**config.mk**
```make
export PLATFORM = sky130hd
export DESIGN_NAME = memory_controller
export DESIGN_NICKNAME = d
export VERILOG_FILES = /design/src/rtl/memory_controller.sv
export SDC_FILE = /design/constraint.sdc
export NUM_CORES = 1
export LEC_CHECK = 0
export BUFFER_PORTS_ARGS = -buffer_cell sky130_fd_sc_hd__buf_2
export CAP_MARGIN = 20
export CORE_MARGIN = 3
export CORE_UTILIZATION = 56
export CTS_CLUSTER_SIZE = 20
export DETAILED_ROUTE_END_ITERATION = 8
export PLACE_DENSITY_LB_ADDON = 0.3
export RECOVER_POWER = 100
export SYNTH_ARGS = -nofsm -noshare
export SYNTH_HDL_FRONTEND = slang
export SYNTH_SLANG_ARGS = --single-unit
```
**constraint.sdc**
```tcl
create_clock -name clk -period 4.4 [get_ports clk]
set_clock_uncertainty 0.05 [all_clocks]
set_input_delay 0.22 -clock clk [delete_from_list [all_inputs] [get_ports clk]]
set_output_delay 0.22 -clock clk [all_outputs]
set_load 0.005 [all_outputs]
```
**src/rtl/memory_controller.sv**
```systemverilog
// memory_controller: arbitrates committed stores, loads and instruction fetches
// onto the byte-serial RAM/IO bus and reassembles load/fetch results.
module memory_controller #(
    parameter int XLEN = 32,
    parameter int ROB_SIZE_WIDTH = 3,
    parameter int INST_OP_WIDTH = 6,
    parameter logic [INST_OP_WIDTH-1:0] OP_LB  = 6'd10,
    parameter logic [INST_OP_WIDTH-1:0] OP_LH  = 6'd11,
    parameter logic [INST_OP_WIDTH-1:0] OP_LW  = 6'd12,
    parameter logic [INST_OP_WIDTH-1:0] OP_LBU = 6'd13,
    parameter logic [INST_OP_WIDTH-1:0] OP_LHU = 6'd14,
    parameter logic [INST_OP_WIDTH-1:0] OP_SB  = 6'd15,
    parameter logic [INST_OP_WIDTH-1:0] OP_SH  = 6'd16,
    parameter logic [INST_OP_WIDTH-1:0] OP_SW  = 6'd17
) (
    input  logic                      clk,
    input  logic                      rst,
    input  logic                      rdy,
    input  logic                      flush,
    input  logic                      io_buffer_full,
    input  logic                      rob_mem_enable,
    input  logic [INST_OP_WIDTH-1:0]  rob_mem_op,
    input  logic [XLEN-1:0]           rob_mem_addr,
    input  logic [XLEN-1:0]           rob_mem_val,
    input  logic                      lsb_load_enable,
    input  logic [INST_OP_WIDTH-1:0]  lsb_load_op,
    input  logic [XLEN-1:0]           lsb_load_addr,
    input  logic [ROB_SIZE_WIDTH-1:0] lsb_load_id,
    input  logic                      if_enable,
    input  logic [XLEN-1:0]           if_addr,
    input  logic [7:0]                mem_din,
    output logic [7:0]                mem_dout,
    output logic [XLEN-1:0]           mem_a,
    output logic                      mem_wr,
    output logic                      mem_busy,
    output logic                      mem_data_ready,
    output logic [XLEN-1:0]           mem_data,
    output logic [ROB_SIZE_WIDTH-1:0] mem_id,
    output logic                      if_ready,
    output logic [XLEN-1:0]           if_data
);
    typedef enum logic [1:0] {IDLE, READ, WRITE} state_t;

    localparam logic [XLEN-1:0] IO_BASE = XLEN'(32'h30000);
    localparam logic [XLEN-1:0] IO_MASK = ~XLEN'(7);

    function automatic logic [2:0] op_len(input logic [INST_OP_WIDTH-1:0] op);
        return (op == OP_LB || op == OP_LBU || op == OP_SB) ? 3'd1 :
               (op == OP_LH || op == OP_LHU || op == OP_SH) ? 3'd2 : 3'd4;
    endfunction

    function automatic logic io_hit(input logic [XLEN-1:0] a);
        return (a & IO_MASK) == IO_BASE;
    endfunction

    state_t                    state_q, state_d;
    logic [2:0]                cnt_q, cnt_d;
    logic [2:0]                len_q, len_d;
    logic [XLEN-1:0]           addr_q, addr_d;
    logic [XLEN-1:0]           val_q, val_d;
    logic [INST_OP_WIDTH-1:0]  op_q, op_d;
    logic [ROB_SIZE_WIDTH-1:0] id_q, id_d;
    logic                      fetch_q, fetch_d;
    logic [XLEN-1:0]           data_q, data_d;
    logic [XLEN-1:0]           mem_a_q, mem_a_d;
    logic [7:0]                mem_dout_q, mem_dout_d;
    logic                      mem_wr_q, mem_wr_d;
    logic                      mem_data_ready_q, mem_data_ready_d;
    logic [XLEN-1:0]           mem_data_q, mem_data_d;
    logic [ROB_SIZE_WIDTH-1:0] mem_id_q, mem_id_d;
    logic                      if_ready_q, if_ready_d;
    logic [XLEN-1:0]           if_data_q, if_data_d;

    logic            idle, take_store, take_load, take_fetch, rd_ok;
    logic            acc_stall, wr_stall;
    logic [2:0]      rd_nxt;
    logic [1:0]      byte_idx;
    logic [XLEN-1:0] wr_addr, rd_word, ld_ext;

    // loads/fetches wait out a cycle in which a result is being returned
    assign idle       = state_q == IDLE;
    assign take_store = idle && rob_mem_enable;
    assign rd_ok      = idle && !rob_mem_enable && !flush && !mem_data_ready_q && !if_ready_q;
    assign take_load  = rd_ok && lsb_load_enable;
    assign take_fetch = rd_ok && !lsb_load_enable && if_enable;

    assign rd_nxt    = cnt_q + 3'd1;
    assign byte_idx  = cnt_q[1:0] - 2'd1;
    assign wr_addr   = addr_q + XLEN'(cnt_q);
    assign acc_stall = io_buffer_full && io_hit(rob_mem_addr);
    assign wr_stall  = io_buffer_full && io_hit(wr_addr);

    always_comb begin
        rd_word = data_q;
        rd_word[{byte_idx, 3'b000} +: 8] = mem_din;
    end

    always_comb begin
        ld_ext = (op_q == OP_LB)  ? {{(XLEN-8){rd_word[7]}}, rd_word[7:0]} :
                 (op_q == OP_LH)  ? {{(XLEN-16){rd_word[15]}}, rd_word[15:0]} :
                 (op_q == OP_LBU) ? {{(XLEN-8){1'b0}}, rd_word[7:0]} :
                 (op_q == OP_LHU) ? {{(XLEN-16){1'b0}}, rd_word[15:0]} : rd_word;
    end

    always_ff @(posedge clk) begin
        if (rdy) begin
            if (rst) begin
                state_q          <= IDLE;
                cnt_q            <= '0;
                len_q            <= '0;
                addr_q           <= '0;
                val_q            <= '0;
                op_q             <= '0;
                id_q             <= '0;
                fetch_q          <= 1'b0;
                data_q           <= '0;
                mem_a_q          <= '0;
                mem_dout_q       <= '0;
                mem_wr_q         <= 1'b0;
                mem_data_ready_q <= 1'b0;
                mem_data_q       <= '0;
                mem_id_q         <= '0;
                if_ready_q       <= 1'b0;
                if_data_q        <= '0;
            end else begin
                state_q          <= state_d;
                cnt_q            <= cnt_d;
                len_q            <= len_d;
                addr_q           <= addr_d;
                val_q            <= val_d;
                op_q             <= op_d;
                id_q             <= id_d;
                fetch_q          <= fetch_d;
                data_q           <= data_d;
                mem_a_q          <= mem_a_d;
                mem_dout_q       <= mem_dout_d;
                mem_wr_q         <= mem_wr_d;
                mem_data_ready_q <= mem_data_ready_d;
                mem_data_q       <= mem_data_d;
                mem_id_q         <= mem_id_d;
                if_ready_q       <= if_ready_d;
                if_data_q        <= if_data_d;
            end
        end
    end

    always_comb begin
        state_d = state_q;
        case (state_q)
            IDLE:    state_d = take_store ? WRITE : (take_load || take_fetch) ? READ : IDLE;
            READ:    state_d = (flush || cnt_q == len_q) ? IDLE : READ;
            WRITE:   state_d = (cnt_q == len_q) ? IDLE : WRITE;
            default: state_d = IDLE;
        endcase
    end

    // cnt_q counts READ edges since accept, or bytes already written in WRITE
    always_comb begin
        cnt_d            = cnt_q;
        len_d            = len_q;
        addr_d           = addr_q;
        val_d            = val_q;
        op_d             = op_q;
        id_d             = id_q;
        fetch_d          = fetch_q;
        data_d           = data_q;
        mem_a_d          = mem_a_q;
        mem_dout_d       = mem_dout_q;
        mem_wr_d         = mem_wr_q;
        mem_data_ready_d = 1'b0;
        mem_data_d       = mem_data_q;
        mem_id_d         = mem_id_q;
        if_ready_d       = 1'b0;
        if_data_d        = if_data_q;
        if (take_store) begin
            addr_d     = rob_mem_addr;
            val_d      = rob_mem_val;
            op_d       = rob_mem_op;
            len_d      = op_len(rob_mem_op);
            mem_a_d    = acc_stall ? '0 : rob_mem_addr;
            mem_wr_d   = !acc_stall;
            mem_dout_d = rob_mem_val[7:0];
            cnt_d      = acc_stall ? 3'd0 : 3'd1;
        end else if (take_load || take_fetch) begin
            addr_d   = take_load ? lsb_load_addr : if_addr;
            op_d     = lsb_load_op;
            len_d    = take_load ? op_len(lsb_load_op) : 3'd4;
            id_d     = lsb_load_id;
            fetch_d  = take_fetch;
            data_d   = '0;
            mem_a_d  = take_load ? lsb_load_addr : if_addr;
            mem_wr_d = 1'b0;
            cnt_d    = '0;
        end else if (state_q == READ) begin
            if (flush) begin
                mem_a_d = '0;
                cnt_d   = '0;
            end else begin
                mem_a_d = (rd_nxt < len_q) ? addr_q + XLEN'(rd_nxt) : '0;
                data_d  = (cnt_q != 3'd0) ? rd_word : data_q;
                cnt_d   = (cnt_q == len_q) ? 3'd0 : rd_nxt;
                if (cnt_q == len_q) begin
                    mem_data_ready_d = !fetch_q;
                    if_ready_d       = fetch_q;
                    mem_data_d       = fetch_q ? mem_data_q : ld_ext;
                    mem_id_d         = fetch_q ? mem_id_q : id_q;
                    if_data_d        = fetch_q ? rd_word : if_data_q;
                end
            end
        end else if (state_q == WRITE) begin
            // parking the bus at 0 avoids a side-effecting read of an IO address
            if (cnt_q == len_q) begin
                mem_wr_d = 1'b0;
                mem_a_d  = '0;
                cnt_d    = '0;
            end else begin
                mem_a_d    = wr_stall ? '0 : wr_addr;
                mem_wr_d   = !wr_stall;
                mem_dout_d = wr_stall ? mem_dout_q : val_q[{cnt_q[1:0], 3'b000} +: 8];
                cnt_d      = wr_stall ? cnt_q : cnt_q + 3'd1;
            end
        end
    end

    assign mem_busy       = !idle;
    assign mem_a          = mem_a_q;
    assign mem_dout       = mem_dout_q;
    assign mem_wr         = mem_wr_q;
    assign mem_data_ready = mem_data_ready_q;
    assign mem_data       = mem_data_q;
    assign mem_id         = mem_id_q;
    assign if_ready       = if_ready_q;
    assign if_data        = if_data_q;

    store_while_busy: assert property (@(posedge clk) !(rdy && !rst && rob_mem_enable && !idle));
endmodule

```
Yosys cells after proc, flatten, opt, wreduce, memory -nomap -nowiden
Index checks and enable logic that the tools add are counted.

word-level totals
  register bits after elaboration = 224
  latch bits = 0
  RAM bits = 0
  memory bits (read-only) = 0
  input bits = 159
  output and inout bits = 111
  word-level logic and storage cells = 192
  memories kept = 0

cells by class
  add/sub/neg operators = 5
  multiply operators = 0
  div/mod/pow operators = 0
  order comparisons = 1
  eq/ne operators = 32
  shift-type cells = 3
  muxes and demuxes = 79
  bitwise operators = 2
  reduce and logical (&&, ||, !) cells = 53

operator list
  cell                    count
  $mux 32                 34
  $eq 6x4->1 const B      14
  $mux 3                  23
  $add 32x3->32           2
  $eq 29x15->1 const B    2
  $mux 8                  6
  $bwmux 32               1
  $shift 8x7->32 const A  1
  $shiftx 32x6->8         1
  $shiftx 8x7->32         1
  $reduce_bool 3->1       5
  $reduce_and 7->1        2
  $eq 6x5->1 const B      2
  $mux 6                  2
  $ne 3x3->1 const B      4
  $logic_and 1x1->1       10
  $logic_or 1x1->1        10
  $mux 1                  10
  $reduce_bool 2->1       5
  $logic_not 1->1         9
  $reduce_and 3->1        3
  $ne 2x2->1 const B      4
  $neg 5->7               1
  $ne 6x3->1 const B      1
  other kinds (18)        22

Longest topological paths before layout
  depth after elaboration = 14
  mapped depth = 15
  mapped depth without buffers = 14

Worst setup path after synthesis
Ideal clock, no wire load.

  kind = register to register
  from = register cnt_q[1]
  to = register mem_a_q[4], in the netlist mem_a[4] (data pin)
  library setup time = 261 ps
  arrival time = 3521 ps
  required time = 4089 ps
  setup slack = 568 ps
  cell stages (with the launch flop) = 14
  path buffers = 1
  period minus slack after synthesis = 3832 ps
  cells stage by stage = edfxtp_1 clkbuf_1 inv_1 fa_1 nand2b_1 a211oi_2 nand2_1 or3_1 a211oi_1 nand4_2 o21ai_4 o22ai_1 o21a_1 a221o_1

between the ends
  cells in the longest elaborated chain, start to end = 9
  elaborated cells between the ends (all ways) = 15
  those cells by class = 3 x add/sub; 1 x order compare; 2 x eq/ne; 8 x mux; 1 x reduce/logical

RTL lines
  what                    RTL line  RTL
  start, declared         57        logic [2:0] cnt_q, cnt_d;
  start signal, assigned  127       cnt_q <= cnt_d;
  $add 32x3->32           89        assign wr_addr = addr_q + XLEN'(cnt_q);
  $eq 29x15->1            53        return (a & IO_MASK) == IO_BASE;
  $logic_and 1x1->1       91        assign wr_stall = io_buffer_full && io_hit(wr_addr);
  $mux 32                 217       mem_a_d = wr_stall ? '0 : wr_addr;
  $mux 32                 212       if (cnt_q == len_q) begin
  $mux 32                 210       end else if (state_q == WRITE) begin
  $mux 32 (*)             194       end else if (state_q == READ) begin
  $mux 32 (*)             184       end else if (take_load || take_fetch) begin
  $mux 32 (*)             175       if (take_store) begin
  end signal, assigned    135       mem_a_q <= mem_a_d;
  end, declared           65        logic [XLEN-1:0] mem_a_q, mem_a_d;

Mark *: on every way between the ends. The rest lies on a longest branch, timed or not. The select of a mux whose other input is x is not followed.
A chain may end at the register's enable or synchronous reset.

Worst setup path in the final report
  from = register addr_q[0]
  to = register mem_a_q[23], in the netlist mem_a[23] (data pin)

between the ends
  cells in the longest elaborated chain, start to end = 9
  elaborated cells between the ends (all ways) = 12
  those cells by class = 2 x add/sub; 1 x eq/ne; 8 x mux; 1 x reduce/logical

RTL lines
  what                    RTL line  RTL
  start, declared         59        logic [XLEN-1:0] addr_q, addr_d;
  start signal, assigned  129       addr_q <= addr_d;
  $add 32x3->32           89
  $eq 29x15->1            53
  $logic_and 1x1->1       91
  $mux 32                 217
  $mux 32                 212
  $mux 32                 210
  $mux 32 (*)             194
  $mux 32 (*)             184
  $mux 32 (*)             175

Marked as above.

==> run_results.csv <==
group,metric,value,unit
placed_design,dp_hpwl,29500,um
worst_setup_path,worst-setup-path-type,"reg2reg",
power_and_ir_drop,power.leakage,5.97,nW
final_layout,seqCellArea,0.00673,sq mm
clocking,worstSkewPairLatency,520,ps
power_and_ir_drop,ir_drop,388,uV
synthesis,synth_warnings,0,
placed_design,place_inst,1742,
synthesis,synthesis.area,0.0126,sq mm
worst_setup_path,critPathMaxStageDelay,570,ps
run,drv_cap,7,
worst_setup_path,crit_required,4620,ps
worst_setup_path,cp-end-kind,"flip-flop",
synthesis,syn_area_per_cell,10.3,sq um
worst_setup_path,cp.buffers_inverters,3,
final_layout,layoutNonFillerInstCount,1837,
global_route,grt_max_degree,57,
final_layout,nets,1714,
synthesis,seq_area_frac_synth,0.533,
sta,worst_pin_slew,2070,ps
clocking,cts_buffers,24,
synthesis,synth_cells,1228,
placed_design,io_buffers,269,
placed_design,globalplace.congestion,0.963,
final_layout,fill_cells,1643,
routing,wire_per_inst,22.9,um
floorplan,start_util,0.573,
routing,first_iter_violations,1186,
final_layout,stdcell_area,0.0156,sq mm
clocking,cts_tree,"yes",
sta,period_minus_slack,4290,ps
sta,grt_setup_unrepaired,"true",
power_and_ir_drop,switching_power,1.46,mW
power_and_ir_drop,switching_share,0.263,
routing,totalWireLength,42000,um
synthesis,ys_ff_latch,224,
worst_setup_path,cp.arrival,4500,ps
sta,final-setup-viol-count,0,
outcome,status,"complete, but fails checks",
floorplan,top_level_ports,270,
routing,routed_via_density,6.34,
worst_setup_path,startpoint_type,"flip-flop",
routing,drc_errors,0,
power_and_ir_drop,power_frac_comb,0.161,
sta,timing.final.crit_share,0.974,
final_layout,area_growth,23.4,%
clocking,clock_sinks,224,
global_route,grt_pass1_vias,11128,
routing,firstDrtPassIters,5,
synthesis,synthArstFlopShare,0,
global_route,overflow,0,
synthesis,ys_types,77,
worst_setup_path,crit_fanout,10,
placed_design,post_dp_cell_area,0.0144,sq mm
sta,clock.fmax,233,MHz
worst_setup_path,critPathTopFamily,"compound AO/OA/AOI/OAI gates",
clocking,h-tree-depth,1,
synthesis,syn_nets,1403,
final_layout,multi_input_area,0.00556,sq mm
power_and_ir_drop,p_int,4.09,mW
routing,ant_nets,0,
power_and_ir_drop,p_per_area,356,mW/mm^2
power_and_ir_drop,pwr-share-clk,0.370,
floorplan,fp-row-count,54,
final_layout,layout-drive-gt1-share,0.197,
global_route,antenna_found_initial,1,
placed_design,pre_cts_ws,392,ps
floorplan,core_area,0.0220,sq mm
floorplan,dieArea,0.0244,sq mm
floorplan,die_y,156,um
final_layout,final_common_cell,"edfxtp_1",
sta,hold_violations,0,
floorplan,die_w,156,um
routing,num_vias,11653,
clocking,ctsLongestPathBuffers,3,
sta,max-slew-margin-rel,-0.382,
sta,tns,0,ps
synthesis,synth_enable_flop_cells,224,
synthesis,synth-main-ff-cell,"edfxtp_1",
worst_setup_path,crit_chain,"ha_1, inv_1, fa_1, nor2b_2, o211ai_1, nor4_2, xor2_1, a211oi_2, nand4_2, o21ai_4, buf_4, o22ai_1, o22ai_1, o211ai_1, dlygate4sd3_1",
clocking,path_clk_slew,70,ps
sta,final_max_slew_viol_count,258,
clocking,cts.root.buffer_cell,"clkbuf_16",
sta,setup_slack,112,ps
power_and_ir_drop,seq_power_share,0.469,
worst_hold_path,worstHoldPathType,"in2reg",
global_route,grtUsageTotal,0.335,
outcome,violations,"max-capacitance violations, max-slew violations",
worst_setup_path,slowest_stage,"dlygate4sd3_1",
global_route,grt_pass1_wl,63700,um
final_layout,layout_common_cells,"edfxtp_1, buf_2, nand2_1",
tightest hold or removal path, cell delays in order:
cell	delay [ps]
buf_2	130
nand2_1	50
o21ai_1	70
cells by family (layout without fill, tap and decap cells):
kind of cell | after synthesis | after routing | share of synthesized area
simple gates | 513 | 513 | 0.197
buf+inv | 105 | 433 | 0.0337
flops | 224 | 224 | 0.533
mux | 14 | 14 | 0.0191
xor+xnor | 38 | 38 | 0.0263
other cells | 0 | 1 | 0
compound gates | 318 | 318 | 0.174
fa+ha+maj | 16 | 16 | 0.0170
Yosys cell counts (13+ instances only):
library cell | n | share of area
edfxtp_1 | 224 | 0.53
nand2_1 | 164 | 0.049
nor2_1 | 135 | 0.040
a21oi_1 | 72 | 0.029
nor2b_1 | 71 | 0.035
clkbuf_1 | 70 | 0.021
o21ai_0 | 50 | 0.020
nor3_1 | 38 | 0.015
xor2_1 | 29 | 0.020
a21o_1 | 27 | 0.016
a311oi_1 | 27 | 0.019
o221ai_1 | 21 | 0.015
nand3_1 | 20 | 0.0079
inv_1 | 17 | 0.0051
a22oi_1 | 16 | 0.0095
ha_1 | 14 | 0.014
o211ai_1 | 13 | 0.0077
routing by layer:
layer | wire (um) | track usage | vias up
li1 | - | - | 5230
met1 | 17100 | 0.480 | 5524
met2 | 19200 | 0.528 | 803
met3 | 4730 | 0.0660 | 94
met4 | 1000 | 0.0884 | 2
met5 | 13 | 0 | -
state kept, by name (all words and copies together) (netlist names), 6 cells and up:
| signal | cells |
|---|---|
| data_q | 32 |
| mem_data | 32 |
| addr_q | 32 |
| if_data | 32 |
| op_q | 6 |
| mem_dout | 8 |
| val_q | 32 |
| mem_a | 32 |
final cells by class:
type | instances | share of cell area
Inverter | 18 | 0.00433
Tap cell | 280 | 0.0225
Multi-Input combinational cell | 899 | 0.357
Timing Repair Buffer | 372 | 0.134
Sequential cell | 224 | 0.431
Clock buffer | 32 | 0.0418
Clock inverter | 11 | 0.00875
Antenna cell | 1 | 0.000161
final timing paths:
check / from / to / slack (ps) / depth (start not counted)
setup / recovery: addr_q[0] / mem_a[23] / 110 / 15
hold / removal: rob_mem_addr[18] / mem_a[18] / 10 / 3
hold reg to reg: id_q[1] / mem_id[1] / 490 / 1
setup reg to reg: addr_q[0] / mem_a[23] / 110 / 15
stage by stage:
step	util	total power, mW	hold slack, ps
after floorplan	-	3.10	282
after global placement	0.652	3.46	463
after detailed placement	0.652	3.48	465
after CTS	0.711	5.54	1.33
after global routing	0.708	5.73	31.5
final	0.708	5.55	11.6
power groups by stage:
stage	Combinational, mW	Sequential (mW)	Clock (mW)
after global routing	0.970	2.61	2.15
after detailed placement	0.843	2.64	0
final	0.895	2.60	2.05
after floorplan	0.488	2.62	0
after global placement	0.829	2.64	0
after CTS	0.883	2.59	2.06
repair_timing:
action,4_1_cts,5_1_grt
setup buffers,0,1
endpoints found under the setup margin,0,2
hold buffers,50,0
hold endpoints to repair,47,0
gates resized for setup,0,13
(Power assumes the default switching activity.)
